File: src/rtl/rt_shift_ctrl_mu.sv
// Racetrack memory unit with shared domain-offset tracking and a built-in shift
// controller: shifts one domain per cycle until the word is aligned, then accesses it.
module rt_shift_ctrl_mu #(
  parameter  int NR  = 4,
  parameter  int NB  = 32,
  parameter  int NP  = 8,
  localparam int NSP = NB / NP,
  localparam int AW  = $clog2(NB) + 1,
  localparam int OW  = (NSP > 1) ? $clog2(NSP) : 1
) (
  input  logic          clk_i,
  input  logic          rstn_i,
  input  logic          req_i,
  output logic          ready_o,
  input  logic [1:0]    op_i,
  input  logic [AW-1:0] addr_i,
  input  logic [NR-1:0] wdata_i,
  input  logic          nand_norn_i,
  output logic          valid_o,
  output logic [NR-1:0] rdata_o,
  output logic          err_o,
  output logic          shift_o,
  output logic          shift_dir_o,
  output logic [OW-1:0] offset_o,
  output logic [31:0]   shift_cnt_o,
  output logic [1:0]    dbg_state_o
);

  localparam int            IW    = (NB > 1) ? $clog2(NB) : 1;
  localparam logic [AW-1:0] NB_L  = AW'(NB);
  localparam logic [AW-1:0] NSP_L = AW'(NSP);

  localparam logic [1:0] OP_RD  = 2'b00;
  localparam logic [1:0] OP_WR  = 2'b01;
  localparam logic [1:0] OP_WM  = 2'b10;
  localparam logic [1:0] OP_LIM = 2'b11;

  typedef enum logic [1:0] {
    S_IDLE   = 2'd0,
    S_SHIFT  = 2'd1,
    S_ACCESS = 2'd2
  } state_t;

  // Handshake: a request is taken on the edge where req_i and ready_o are both high;
  // valid_o is a single-cycle pulse and ready_o is already high in that same cycle.

  state_t        r_state;
  state_t        w_state_next;

  logic [1:0]    r_op;
  logic [AW-1:0] r_addr;
  logic [NR-1:0] r_wdata;
  logic          r_nand;
  logic [OW-1:0] r_offset;
  logic [31:0]   r_shift_cnt;
  logic          r_valid;
  logic          r_err;
  logic [NR-1:0] r_rdata;
  logic [NR-1:0] r_data [NB];
  logic [NR-1:0] r_mask [NB];

  logic          w_accept;
  logic          w_addr_err;
  logic [OW-1:0] w_in_slot;
  logic [OW-1:0] w_tgt_slot;
  logic [OW-1:0] w_offset_next;
  logic          w_dir_up;
  logic [IW-1:0] w_word;

  assign w_accept      = req_i && (r_state == S_IDLE);
  assign w_addr_err    = (addr_i >= NB_L);
  assign w_in_slot     = OW'(addr_i % NSP_L);
  assign w_tgt_slot    = OW'(r_addr % NSP_L);
  assign w_dir_up      = (w_tgt_slot > r_offset);
  assign w_offset_next = w_dir_up ? (r_offset + OW'(1)) : (r_offset - OW'(1));
  assign w_word        = r_addr[IW-1:0];

  // State register
  always_ff @(posedge clk_i) begin
    if (!rstn_i) begin
      r_state <= S_IDLE;
    end else begin
      r_state <= w_state_next;
    end
  end

  // Next-state logic
  always_comb begin
    w_state_next = r_state;
    case (r_state)
      S_IDLE: begin
        if (w_accept && !w_addr_err) begin
          w_state_next = (w_in_slot != r_offset) ? S_SHIFT : S_ACCESS;
        end
      end
      S_SHIFT: begin
        if (w_offset_next == w_tgt_slot) begin
          w_state_next = S_ACCESS;
        end
      end
      S_ACCESS: w_state_next = S_IDLE;
      default:  w_state_next = S_IDLE;
    endcase
  end

  // Output logic
  always_comb begin
    ready_o     = 1'b0;
    shift_o     = 1'b0;
    shift_dir_o = 1'b0;
    case (r_state)
      S_IDLE:  ready_o = 1'b1;
      S_SHIFT: begin
        shift_o     = 1'b1;
        shift_dir_o = w_dir_up;
      end
      default: ;
    endcase
  end

  // Datapath: request latch, offset/shift counter, storage planes, result registers
  always_ff @(posedge clk_i) begin
    if (!rstn_i) begin
      r_op        <= OP_RD;
      r_addr      <= '0;
      r_wdata     <= '0;
      r_nand      <= 1'b0;
      r_offset    <= '0;
      r_shift_cnt <= '0;
      r_valid     <= 1'b0;
      r_err       <= 1'b0;
      r_rdata     <= '0;
      for (int i = 0; i < NB; i++) begin
        r_data[i] <= '0;
        r_mask[i] <= '0;
      end
    end else begin
      r_valid <= 1'b0;
      r_err   <= 1'b0;

      if (w_accept) begin
        r_op    <= op_i;
        r_addr  <= addr_i;
        r_wdata <= wdata_i;
        r_nand  <= nand_norn_i;
        if (w_addr_err) begin
          r_valid <= 1'b1;
          r_err   <= 1'b1;
          r_rdata <= '0;
        end
      end

      if (r_state == S_SHIFT) begin
        r_offset <= w_offset_next;
        if (r_shift_cnt != 32'hFFFF_FFFF) begin
          r_shift_cnt <= r_shift_cnt + 32'd1;
        end
      end

      if (r_state == S_ACCESS) begin
        r_valid <= 1'b1;
        case (r_op)
          OP_RD: r_rdata <= r_data[w_word];
          OP_WR: begin
            r_data[w_word] <= r_wdata;
            r_rdata        <= r_wdata;
          end
          OP_WM: begin
            r_mask[w_word] <= r_wdata;
            r_rdata        <= r_wdata;
          end
          OP_LIM: r_rdata <= r_nand ? ~(r_data[w_word] & r_mask[w_word])
                                    : ~(r_data[w_word] | r_mask[w_word]);
          default: r_rdata <= '0;
        endcase
      end
    end
  end

  assign valid_o     = r_valid;
  assign err_o       = r_err;
  assign rdata_o     = r_rdata;
  assign offset_o    = r_offset;
  assign shift_cnt_o = r_shift_cnt;
  assign dbg_state_o = r_state;

endmodule

File: config.mk
export PLATFORM = sky130hd
export DESIGN_NAME = rt_shift_ctrl_mu
export DESIGN_NICKNAME = d
export VERILOG_FILES = /design/src/rtl/rt_shift_ctrl_mu.sv
export SDC_FILE = /design/constraint.sdc
export NUM_CORES = 1
export LEC_CHECK = 0
export CELL_PAD_IN_SITES_DETAIL_PLACEMENT = 1
export CELL_PAD_IN_SITES_GLOBAL_PLACEMENT = 1
export CORE_AREA = 2 2 135 235
export DETAILED_ROUTE_END_ITERATION = 16
export DIE_AREA = 0 0 137 237
export GPL_TIMING_DRIVEN = 0
export HOLD_SLACK_MARGIN = 0.08
export PLACE_DENSITY = 0.88
export SLEW_MARGIN = 5
export SYNTH_ARGS = -nofsm -noshare
export SYNTH_HDL_FRONTEND = slang
export SYNTH_SLANG_ARGS = --single-unit
File: constraint.sdc
create_clock -name clk_i -period 2.75 [get_ports clk_i]
set_input_delay 0.825 -clock clk_i [delete_from_list [all_inputs] [get_ports clk_i]]
set_output_delay 0.825 -clock clk_i [all_outputs]
set_load 0.05 [all_outputs]
Word level (Yosys, flattened, before mapping) --
Memories as Yosys holds them, arrays and structs flattened. A register that Yosys moved wholly into a read port is not among the register bits. Cells that the tools add are included. Widths: inputs -> output; s select.
Word-level totals: memories kept 2, flip-flop bits (word level) 54, RAM bits 256, logic and storage cells 79, output and inout port bits 45
Operators by class: bitwise operators 4, muxes and demuxes 35, reductions and logical operators 13, equality and inequality tests 10, add/subtract/negate cells 3, $lt $le $gt $ge 2
Memories:
- r_data | words 32, bits a word 4, rd ports 1, clocked after Yosys merged registers in 1, write ports 32, line 59 | logic [NR-1:0] r_data [NB];
- r_mask | words 32, bits a word 4, rd ports 1, clocked after Yosys merged registers in 1, write ports 32, line 60 | logic [NR-1:0] r_mask [NB];
Operators with widths (count):
- $add 32x1->32 const B | 1
- $ne 32x32->1 const B | 1
- $mux 5 | 6
- $mux 4 | 6
- $mux 1 | 17
- $pmux 4 s3 | 1
- $mux 2 | 4
- $not 4->4 | 2
- $reduce_or 4->1 | 2
- $eq 2x2->1 const B | 3
- $ge 6x6->1 const B | 1
- $reduce_and 2->1 | 3
- $and 4x4->4 | 1
- $eq 2x1->1 const B | 2
- $logic_not 2->1 | 2
- $or 4x4->4 | 1
- $pmux 2 s2 | 1
- $reduce_bool 2->1 | 2
- $add 2x1->2 const B | 1
- $eq 2x2->1 | 1
- $gt 2x2->1 | 1
- $logic_and 1x1->1 | 2
- $ne 2x1->1 const B | 1
- $ne 2x2->1 | 1
- 4 further kinds | 4

Logic depth before layout (Yosys ltp) --
depth in word-level cells 7, gate-level depth with buffers 9

Least setup slack after synthesis --
No wires, ideal clock.
path kind register -> output, start point register r_offset[1] (netlist: offset_o[1]), end point output shift_dir_o, setup slack -0.057 ns, cell stages (with the launch flop) 6, arrival time 1.982 ns, required time 1.925 ns, path buffers 0, cells stage by stage dfxtp_1 -> inv_1 -> ha_1 -> nor2b_1 -> o21ai_0 -> nor2_1
On the way: cells in the longest elaborated chain, start to end 2
RTL lines:
- from (decl) | line 54 | logic [OW-1:0] r_offset;
- from (signal assigned) | line 154 | r_offset <= w_offset_next;
- $gt 2x2->1 | line 74 | assign w_dir_up = (w_tgt_slot > r_offset);
- $mux 1 | line 111 | case (r_state)
- to (decl) | line 23 | output logic shift_dir_o,
No other way between the ends.

==> key figures <==
Outcome
  • Outcome: finished clean

STA
  • Count of final max-slew check failures: 0
  • Worst-margin pin slew: 1.01 ns
  • Final Cycle Share: 99.6%
  • Final number of hold-violating endpoints: 0
  • Count of final setup violators: 0
  • Normalized max-slew margin: 32.4%
  • Sum of negative setup slack: 0 ns
  • Min Clock Period, post-route: 2.74 ns
  • Final setup skew: 0.0144 ns
  • Top achievable clock speed: 365 MHz

Power and ir drop
  • Relative contribution of sequential cells to total power: 48.6%
  • Net Sw Frac: 26.4%
  • Switching power total: 2.93 mW
  • Pwr per Cell Area: 639 nW/um^2
  • Peak supply drop: 0.556 mV
  • Fraction of power consumed by combinational cells: 12.3%
  • Clock network power share: 39.1%
  • Leak pwr: 7.32 nW
  • Design internal power: 8.16 mW

GRT
  • Vias in the first global route: 12800
  • Overall overflow remaining after global route: 0
  • Global-route wire length before repair: 86000 um
  • GRT Util Overall: 37.7%
  • Maximum number of pins on one net before global-route repair: 17
  • Number of antenna violations at the first check in global routing: 4

Min path
  • Worst hold path stage count: 2
  • Worst min-delay path category: reg -> reg
  • Sink of the worst hold path: shift_cnt_o[9]$_SDFFE_PN0P_
  • Startpoint of the most critical hold path: shift_cnt_o[9]$_SDFFE_PN0P_

Yosys
  • Synth Area in Compound Gates: 2.95%
  • Mux contribution to synthesized area: 11.1%
  • Synth cell types: 48
  • Average footprint of a synthesized cell: 12.2 sq um
  • Post-synthesis sequential element count: 315
  • Largest family of logic cells by synthesized area: simple AND/OR/NAND/NOR gates
  • EDFF count, synth: 256
  • Async set-reset flop share out of synthesis: 0%
  • Count of synthesis-stage warnings from yosys: 0
  • Most used DFF post-synth: sky130_fd_sc_hd__edfxtp_1
  • Post-Syn Area: 15100 sq um
  • Fraction of the mapped netlist area in simple logic gates: 20.2%
  • Area share of xor/xnor cells in the synthesized design: 1.80%
  • Synthesized instance count: 1239
  • Net count after synthesis: 1262
  • Sequential fraction of the synthesis area: 58.9%
  • Area share of fa/ha/maj cells after synthesis: 1.01%

Die
  • Die X: 137 um
  • Std cell rows: 85
  • Die area: 32500 sq um
  • Starting utilization of the core area: 49.2%
  • Die height: 237 um
  • Core region area: 30600 sq um
  • Io pins: 61

Finish
  • Area growth from synthesis to final layout: 15.4%
  • Fin nets: 1357
  • Final non-filler cell total: 1748
  • Most used cells in the layout excluding fill and tap cells: sky130_fd_sc_hd__and3_1 (264), sky130_fd_sc_hd__edfxtp_1 (256), sky130_fd_sc_hd__nand2_1 (184)
  • Area of all placed cells without fillers: 17400 sq um
  • Fraction of final layout cells sized beyond drive strength 1: 13.3%
  • Most common library cell in the layout ignoring fill and taps: sky130_fd_sc_hd__and3_1
  • Layout Utilization: 56.7%

Place
  • Weighted congestion at the end of routability-driven global placement: 0.999
  • HPWL Detailed: 40800 um
  • Number of placed instances, taps included: 1690
  • Area of placed instances: 16100 sq um
  • Port Buffer Count: 60

Routing
  • TritonRoute pass-1 iters: 5
  • Post-detailed-route DRC marker count: 0
  • Routed met3 length: 5890 um
  • Routed metal-1 wirelength: 17100 um
  • Post-route ant nets: 0
  • Violation count after the first detailed-route iteration: 1508
  • Routed via count divided by cell count: 6.89
  • Top routing layer in use: met5
  • Total wire length after detailed routing: 59800 um
  • Routed wire length per instance: 34.2 um
  • Met2 wire length: 30300 um
  • Total via count after detailed routing: 12100

Clock tree
  • CTS tree: built
  • Number of buffers on the longest clock path: 3
  • Clk sinks: 315
  • Root Driver: sky130_fd_sc_hd__clkbuf_16
  • CTS clk-pin slew, worst paths: 0.06 ns
  • Clock latency on the worst-skew pair: 0.58 ns
  • Htree depth: 1
  • CTS Buf Count: 28

Critical path
  • Maximum fanout count along the critical path: 10
  • Depth of the worst register-to-register path: 9
  • Class of the most critical setup path: reg -> reg
  • End of the worst register-to-register path: rdata_o[3]$_SDFFE_PN0P_
  • Signal arrival time at the worst endpoint: 3.26 ns
  • Launching element type of the critical path: register
  • Data required time at the worst endpoint: 3.27 ns
  • Element type at the critical path end: register
  • Reg-to-reg setup timing slack: 0.01 ns

Run
  • Max-cap violation count: 0
sequential cells by signal (all words and copies together) (netlist names), 2 cells and up, named ones only:
name         flops
offset_o         2
r_wdata          4
r_mask         128
r_addr           5
r_data         128
r_op             2
dbg_state_o      2
shift_cnt_o     32
rdata_o          4
layer usage:
layer,vias to the layer above,global-route usage [%]
met2,946,64.2
met3,364,12.3
li1,4770,-
met5,-,0
met1,5965,35.7
met4,6,31.5
power groups by stage:
stage / logic, mW / clock network, mW / registers (mW)
2_1_floorplan: 0.722 / 0 / 5.48
3_3_place_gp: 1.18 / 0 / 5.46
3_5_place_dp: 1.24 / 0 / 5.48
4_1_cts: 1.29 / 4.28 / 5.38
5_1_grt: 1.40 / 4.46 / 5.40
6_report: 1.37 / 4.33 / 5.39
cell usage after synthesis, types with 4 or more instances:
cell type	count	share of area, %
sky130_fd_sc_hd__o21ai_0	6	0.20
sky130_fd_sc_hd__edfxtp_1	256	51
sky130_fd_sc_hd__clkbuf_1	123	3.1
sky130_fd_sc_hd__a22oi_1	15	0.75
sky130_fd_sc_hd__nand2_1	184	4.6
sky130_fd_sc_hd__nor2_1	47	1.2
sky130_fd_sc_hd__and4_1	7	0.41
sky130_fd_sc_hd__buf_2	7	0.23
sky130_fd_sc_hd__nor3_1	13	0.43
sky130_fd_sc_hd__nand3_1	16	0.53
sky130_fd_sc_hd__ha_1	7	0.58
sky130_fd_sc_hd__mux4_2	68	10
sky130_fd_sc_hd__and3_1	264	11
sky130_fd_sc_hd__nor3b_1	4	0.20
sky130_fd_sc_hd__nor2b_1	5	0.21
sky130_fd_sc_hd__inv_1	10	0.25
sky130_fd_sc_hd__dfxtp_1	59	7.8
sky130_fd_sc_hd__a21oi_1	30	1.0
sky130_fd_sc_hd__mux2i_1	11	0.73
sky130_fd_sc_hd__nand2b_1	8	0.33
sky130_fd_sc_hd__nor4_1	6	0.25
sky130_fd_sc_hd__and2_1	5	0.21
sky130_fd_sc_hd__nand4_1	11	0.46
sky130_fd_sc_hd__xnor2_1	28	1.6
sky130_fd_sc_hd__buf_1	4	0.10
sky130_fd_sc_hd__o211ai_1	4	0.20
cell families (layout without fill, tap and decap cells):
group,Yosys count,count (layout)
other,0,1
AO/OA/AOI/OAI,69,69
flip-flops,315,315
adder cells (fa/ha/maj),13,13
multiplexers,82,82
buffers and inverters,150,267
XOR/XNOR,31,31
AND/OR/NAND/NOR,579,579
critical path: stages (launching register included):
cell and delay [ns]:
sky130_fd_sc_hd__dfxtp_1 0.37, sky130_fd_sc_hd__buf_6 0.24, sky130_fd_sc_hd__buf_6 0.26, sky130_fd_sc_hd__buf_4 0.28, sky130_fd_sc_hd__mux4_2 0.38, sky130_fd_sc_hd__a22oi_2 0.26
sky130_fd_sc_hd__nand2_1 0.16, sky130_fd_sc_hd__maj3_1 0.38, sky130_fd_sc_hd__nor2_2 0.16, sky130_fd_sc_hd__o211a_1 0.19
cell type report:
cell class / instances / area [sq um]
Sequential cell: 315 / 8870
Multi-Input combinational cell: 774 / 5640
Fill cell: 3084 / 13300
Inverter: 12 / 46.3
Clock inverter: 12 / 168
Clock buffer: 40 / 808
Timing Repair Buffer: 66 / 686
Buffer: 137 / 654
Tap cell: 391 / 489
Antenna cell: 1 / 2.50
how the worst max path moves through the flow:
stage | end | cells past startpoint | startpoint | slack [ns]
2_1_floorplan | shift_dir_o | 5 | offset_o[1]$_SDFFE_PN0P_ | 0.15
3_3_place_gp | r_data[18][2]$_SDFFCE_PN0P_ | 4 | rstn_i | -0.98
3_5_place_dp | r_mask[18][2]$_SDFFCE_PN0P_ | 4 | rstn_i | -0.98
4_1_cts | rdata_o[3]$_SDFFE_PN0P_ | 9 | register | -0.03
5_1_grt | shift_dir_o | 6 | offset_o[1]$_SDFFE_PN0P_ | -0.03
6_report | rdata_o[3]$_SDFFE_PN0P_ | 9 | register | 0.01
metrics by stage:
step	hold WS [ns]	setup slack (ns)	power, mW
after floorplan	0.450	0.150	6.21
after global placement	0.471	-0.983	6.64
after detailed placement	0.479	-0.976	6.72
after CTS	0.501	-0.0331	10.9
after global routing	0.536	-0.0280	11.3
final	0.520	0.00984	11.1
timing repair:
| item | 4_1_cts | 5_1_grt |
|---|---|---|
| pin swaps | 2 | 3 |
| endpoints found under the setup margin | 279 | 204 |
| resized for setup | 54 | 50 |
| hold buffers | 0 | 0 |
| setup buffers | 1 | 5 |
(Power assumes the default switching activity.)
==> variant 1: new RTL, same flow settings <==
Change the parameter `NP` from 8 to 16.
--- a/src/rtl/rt_shift_ctrl_mu.sv
+++ b/src/rtl/rt_shift_ctrl_mu.sv
@@ -5,3 +5,3 @@
   parameter  int NB  = 32,
-  parameter  int NP  = 8,
+  parameter  int NP  = 16,
   localparam int NSP = NB / NP,
Ports: changed (resized offset_o); port bits go from 61 to 60. The function was not compared with the original's and may differ.
==> variant 1 against the original RTL <==
Count of clock-buffer cells in the layout shrank 4; routed wire length shrank 5.1%; critical path type is now flop to primary output; highest routed layer is now met4; worst setup slack gained 0.012 ns; synthesized area grew 1.1%; sequential cell count shrank 1; sequential power shrank 0.7%; design area shrank 0.61%; synthesized cell count grew 1.5%; global-route usage shrank 2.4 points; total power shrank 5.6%.
==> variant 1: results (changes against the original RTL) <==
The number of violations reported at the end of detailed-routing iteration 0 was 1400 (-7.2%). The largest clock skew in the final design is 0.0104 ns (-0.00398 ns). Synthesized instance count: 1257 (+1.5%). The final weighted congestion in routability-driven placement is 0.978 (-2.1%).

The yosys synthesis warning count was 0 (unchanged). The buffer type at the clock tree root is clkbuf_16. For the count of distinct cell types in the synthesized netlist, the log shows 68 (+42%). The run gives 7.18 nW (-2.0%) as the static leakage power. The worst stage delay on the critical path works out to 0.85 ns (+0.47 ns).

The logs give 1706 (+0.95%) for the number of cells after detailed placement and 0.353 (-0.0241) for the total routing resource utilization after global routing. The maximum fanout along the worst path was 7 (-3); the post-synthesis sequential area ratio was 0.581 (-0.00785). The tools report the number of buffers inserted during clock tree synthesis as 28 (unchanged). The primary flip-flop cell chosen by synthesis mapping is edfxtp_1.

In this design, the largest share of critical-path delay is due to buffers and inverters. The run gives 16 (-1) as the largest net degree at the start of global routing. The via count of the first global-routing pass came out at 12.7k (-0.83%). The logs give 1.90 ns (-1.36 ns) for the worst endpoint data arrival time and 0 (-1) for the number of buffers inserted by post-CTS setup repair. The maximum root-to-sink buffer count was 3 (unchanged). The tools report the headroom to the max-slew limit as 0.236 (-0.0880).

For the total number of nets in the final design, the log shows 1366 (+0.66%). The post-layout total power is 10.5 mW (-5.6%), and the count of input and output buffers is 58 (-3.3%). Later-pin clock latency in the skew report: 0.58 ns (about the same).

The tools report the wire length after detailed routing as 56.7 mm (-5.1%). For the peak ir drop on the vdd network, the log shows 0.457 mV (-18%). The logs give 5 (unchanged) for the first-pass detailed-route iteration total and 0 (-4) for the number of antenna violations at the first check in global routing. Yosys attributes the largest share of cell area to edfxtp_1, and3_1, mux4_2, dfxtp_1, nand2_1. Clock transition at the registers of the reported paths: 0.07 ns. The CTS H-tree depth is 1 (unchanged), and the share of final-layout standard cells stronger than drive strength 1 is 0.106 (-0.0279).

For the antenna diode count, the log shows 0 (-1). The flow ran to the end, and the final reports show no timing, DRC or antenna violations. The largest individual stage delay along the critical path comes from the cell clkdlybuf4s50_1.

The routed via count divided by cell count was 6.74 (-2.2%). The detailed placement HPWL is 42.1 mm (+3.3%). The number of flops mapped to enable cells by yosys was 256 (unchanged). First-pass GRT wire length: 81.4 mm (-5.2%).

The tools report the post-route non-filler standard cell count as 1755 (+0.40%). In the synthesized netlist, the cells that appear most often are and3_1, edfxtp_1, nand2_1. Post-synthesis async set-or-reset flop share: 0 (unchanged). The worst hold path belongs to the class flop to flop.
-- variant 1: power breakdown --
| part | internal, mW | switching, mW |
|---|---|---|
| logic | 0.340 | 0.753 |
| clock network | 2.20 | 1.83 |
| registers | 5.27 | 0.0800 |
-- variant 1: cells by family (layout without fill, tap and decap cells) --
group           count (synthesis)  count (layout)  synth area share
mux                            90              90             0.115
compound gates                 95              95            0.0404
simple gates                  590             590             0.208
xor+xnor                        8               8           0.00460
fa+ha+maj                       8               8           0.00641
buf+inv                       152             259            0.0443
flops                         314             314             0.581
-- variant 1: worst paths after layout --
path / from / endpoint / slack (ns) / cells after the start
hold reg to reg: shift_cnt_o[4]$_SDFFE_PN0P_ / shift_cnt_o[4]$_SDFFE_PN0P_ / 0.51 / 2
setup / recovery: shift_cnt_o[22]$_SDFFE_PN0P_ / shift_cnt_o[22] / 0.02 / 1
hold / removal: shift_cnt_o[4]$_SDFFE_PN0P_ / shift_cnt_o[4]$_SDFFE_PN0P_ / 0.51 / 2
setup reg to reg: flop / rdata_o[3]$_SDFFE_PN0P_ / 0.03 / 8
-- variant 1: cell type report --
type | count | area, um^2
plain buffers | 131 | 619
clock buffers | 36 | 752
clock inverters | 14 | 140
fillers | 3148 | 13400
inverters | 20 | 75.1
multi-input cells | 791 | 5740
flip-flops and latches | 314 | 8850
well taps | 391 | 489
repair buffers | 58 | 601
-- variant 1: layer usage --
| metal | part of all wire | track usage | up-vias | wire (um) |
|---|---|---|---|---|
| li1 | - | - | 4854 | - |
| met1 | 0.30 | 0.341 | 5821 | 16900 |
| met2 | 0.52 | 0.616 | 853 | 29300 |
| met3 | 0.078 | 0.0638 | 304 | 4450 |
| met4 | 0.11 | 0.324 | 0 | 6050 |
| met5 | 0 | 0 | - | 0 |
-- variant 1: tightest hold or removal path, cell delays in order (launching register included) --
cell and delay [ns]:
dfxtp_1 0.34, nand2_1 0.07, mux2i_1 0.06
-- variant 1: stage by stage --
stage	setup WS [ns]	utilization	setup TNS (ns)	cell area [um^2]
finish	0.0218	0.564	0	17300
global route	-0.000984	0.564	-0.000984	17300
CTS	-0.0172	0.561	-0.0172	17200
detailed placement	-0.483	0.532	-8.84	16300
global placement	-0.435	0.532	-0.499	16300
floorplan	0.166	-	0	15200
-- variant 1: what timing repair did --
| item | in CTS | in global routing |
|---|---|---|
| cloned | 0 | 0 |
| endpoints found under the setup margin | 80 | 250 |
| resized for setup | 14 | 27 |
| hold buffers | 0 | 0 |
==> variant 2: new RTL, same settings <==
Made on the original files. Register the output `shift_cnt_o` once more, cleared by the reset; this adds one clock of latency there. The other outputs are not delayed to match.
--- a/src/rtl/rt_shift_ctrl_mu.sv
+++ b/src/rtl/rt_shift_ctrl_mu.sv
@@ -183,3 +183,9 @@
   assign offset_o    = r_offset;
-  assign shift_cnt_o = r_shift_cnt;
+  always_ff @(posedge clk_i) begin
+    if (!rstn_i) begin
+      shift_cnt_o <= '0;
+    end else begin
+      shift_cnt_o <= r_shift_cnt;
+    end
+  end
   assign dbg_state_o = r_state;
Formal check against the unedited RTL: not equivalent (a bounded check fails within 4 cycles, from zero or initial values and one cycle with rstn_i low).
==> variant 2 against the original RTL <==
The flow now finishes with violations (setup timing); total power increased by 4.4%; worst setup slack got worse by 0.054 ns; sequential cell count increased by 32; highest routed layer is now met4; sequential power increased by 8.5%; utilization increased by 2.8 points; largest cell class unchanged; cell count increased by 3.9%; routed wire length increased by 2.6%; largest power group unchanged; design area increased by 4.9%; clock skew decreased by 0.00053 ns; synthesized area increased by 5.8%.
==> variant 2: results (changes against the original RTL) <==
The flow ran to the end, but the final reports show violations. The checks that failed: setup timing. The run gives 1592 (+5.6%) as the number of violations reported at the end of detailed-routing iteration 0. The yosys synthesis warning count was 0 (unchanged).

After clock tree synthesis, the clock-pin slew on the worst setup and hold paths is 0.07 ns. The final weighted congestion in routability-driven placement is 0.977 (-2.2%), and the per-cell routed wire length is 33.8 um (-1.2%). Post-synthesis async set-or-reset flop share: 0 (unchanged). The net count after synthesis is 1326 (+5.1%). Count of input and output buffers: 60 (unchanged). Primary flip-flop cell chosen by synthesis mapping: edfxtp_1. Clock tree synthesis selected as its root buffer the cell clkbuf_16. The tightest min-delay check is of the flop to flop type.

For the CTS H-tree depth, the log shows 1 (unchanged). The tools report the static leakage power as 7.36 nW (+0.50%). Worst endpoint data arrival time: 3.03 ns (-0.23 ns). For the number of antenna violations at the first check in global routing, the log shows 6 (+2). Worst reg2reg path depth: 5 (-4). By count the netlist is led by and3_1, edfxtp_1, nand2_1.

The run gives 0 (-1) as the number of buffers inserted by post-CTS setup repair. The number of cells traversed by the worst hold path came out at 2 (unchanged). The total routing resource utilization after global routing was 0.383 (+0.00570); the peak ir drop on the vdd network was 0.459 mV (-17%).

The later-pin clock latency in the skew report is 0.59 ns. Total number of nets in the final design: 1420 (+4.6%). The run gives 6 (+1) as the first-pass detailed-route iteration total.

The number of cells after detailed placement was 1755 (+3.8%); the routed via count divided by cell count was 6.97 (+1.2%). After synthesis, the cell types taking the most area are edfxtp_1, dfxtp_1, and3_1, mux4_2, nand2_1. The sum of negative setup slack is -0.303 ns (-0.303 ns), and the detailed placement HPWL is 42.3 mm (+3.7%). The run gives 56 (+17%) as the count of distinct cell types in the synthesized netlist. Largest net degree at the start of global routing: 16 (-1). The setup violation total in the final timing report was 12 (+12). The maximum fanout along the worst path was 10 (unchanged).

The worst path setup slack after routing came out at -0.0445 ns (-0.0544 ns). The final antenna-violating net count is 0 (unchanged), and the total cell area at the placement stage is 17000 um^2 (+5.5%). Largest clock skew in the final design: 0.0138 ns (-0.000529 ns). The measured slew at the worst slew-check pin was 1.06 ns (+0.0512 ns).

The post-placement setup slack came out at -0.731 ns (+0.245 ns). Share of final-layout standard cells stronger than drive strength 1: 0.136 (+0.00234). The largest registers in the layout are r_data (128), r_mask (128). The via count of the first global-routing pass was 13.4k (+4.2%); the number of flops mapped to enable cells by yosys was 256 (unchanged). The average size of a mapped cell was 12.2 um^2 (+0.64%).

The post-synthesis sequential area ratio is 0.597 (+0.00773), and the number of buffers inserted during clock tree synthesis is 31 (+11%). The first-pass GRT wire length was 87.9 mm (+2.3%); the filler cell count in the final layout was 3050 (-1.1%). The post-route non-filler standard cell count was 1816 (+3.9%); the maximum root-to-sink buffer count was 3 (unchanged).
## variant 2: changes by cell type after synthesis, sizes merged, moves of 4 or more
cell | unedited run | this run
xnor2 | 28 | 11
and3 | 264 | 260
o21ai | 6 | 12
a21oi | 30 | 35
or4 | 0 | 9
nand2b | 8 | 4
dfxtp | 59 | 91
o31ai | 0 | 6
nor3 | 13 | 6
and2 | 5 | 28
or3 | 1 | 11
mux2 | 3 | 13
## variant 2: through the flow
step                hold WS, ns  power [mW]
floorplan                 0.447        6.68
finish                    0.500        11.6
CTS                       0.494        11.4
global route              0.535        11.7
detailed placement        0.481        7.21
global placement          0.472        7.13
## variant 2: area by class of cell
type,count,area (um^2),area share
buffer,140,723,0.0397
inverter,14,56.3,0.00309
sequential,347,9520,0.522
clock buffer,40,871,0.0478
antenna,4,10.0,0.000549
tap,391,489,0.0268
multi-input combinational,802,5840,0.320
timing repair buffer,61,614,0.0337
clock inverter,17,101,0.00556
## variant 2: logic make-up after synthesis
group,synth area share
xor gates and xnor gates,0.00715
AOI/OAI and AO/OA,0.0335
adders and majority gates,0.00927
and+or+nand+nor,0.202
buffers and inverters,0.0406
muxes,0.110
DFF,0.597
## variant 2: repair_timing
item,CTS,global route
hold buffers,0,0
pin swaps,0,3
setup endpoints to repair,92,218
gates resized for setup,43,51
## variant 2: power by group
group	switching, mW	total [mW]	leakage [nW]	internal (mW)
Combinational	0.935	1.38	3.49	0.443
Clock	2.04	4.35	0.490	2.31
Sequential	0.0931	5.85	3.38	5.76
## variant 2: final timing paths
check	slack (ns)	endpoint	startpoint
setup / recovery	-0.04	r_mask[8][2]$_SDFFCE_PN0P_	rstn_i
setup reg to reg	-0.02	r_mask[7][1]$_SDFFCE_PN0P_	r_addr[2]$_SDFFE_PN0P_
hold reg to reg	0.50	r_nand$_SDFFE_PN0P_	r_nand$_SDFFE_PN0P_
hold / removal	0.50	r_nand$_SDFFE_PN0P_	r_nand$_SDFFE_PN0P_
## variant 2: per-layer routing
layer,track usage,vias up,routed length (um)
li1,-,4988,-
met1,0.380,6211,17700
met2,0.656,1056,31200
met3,0.0822,411,5530
met4,0.334,0,6950
met5,0,-,0
## variant 2: critical path, stage by stage
cell and delay (ns):
clkdlybuf4s50_1 0.59, nand3_1 0.30, nor3_2 0.38, clkbuf_2 0.39, nand2_1 0.13, nand2_1 0.39
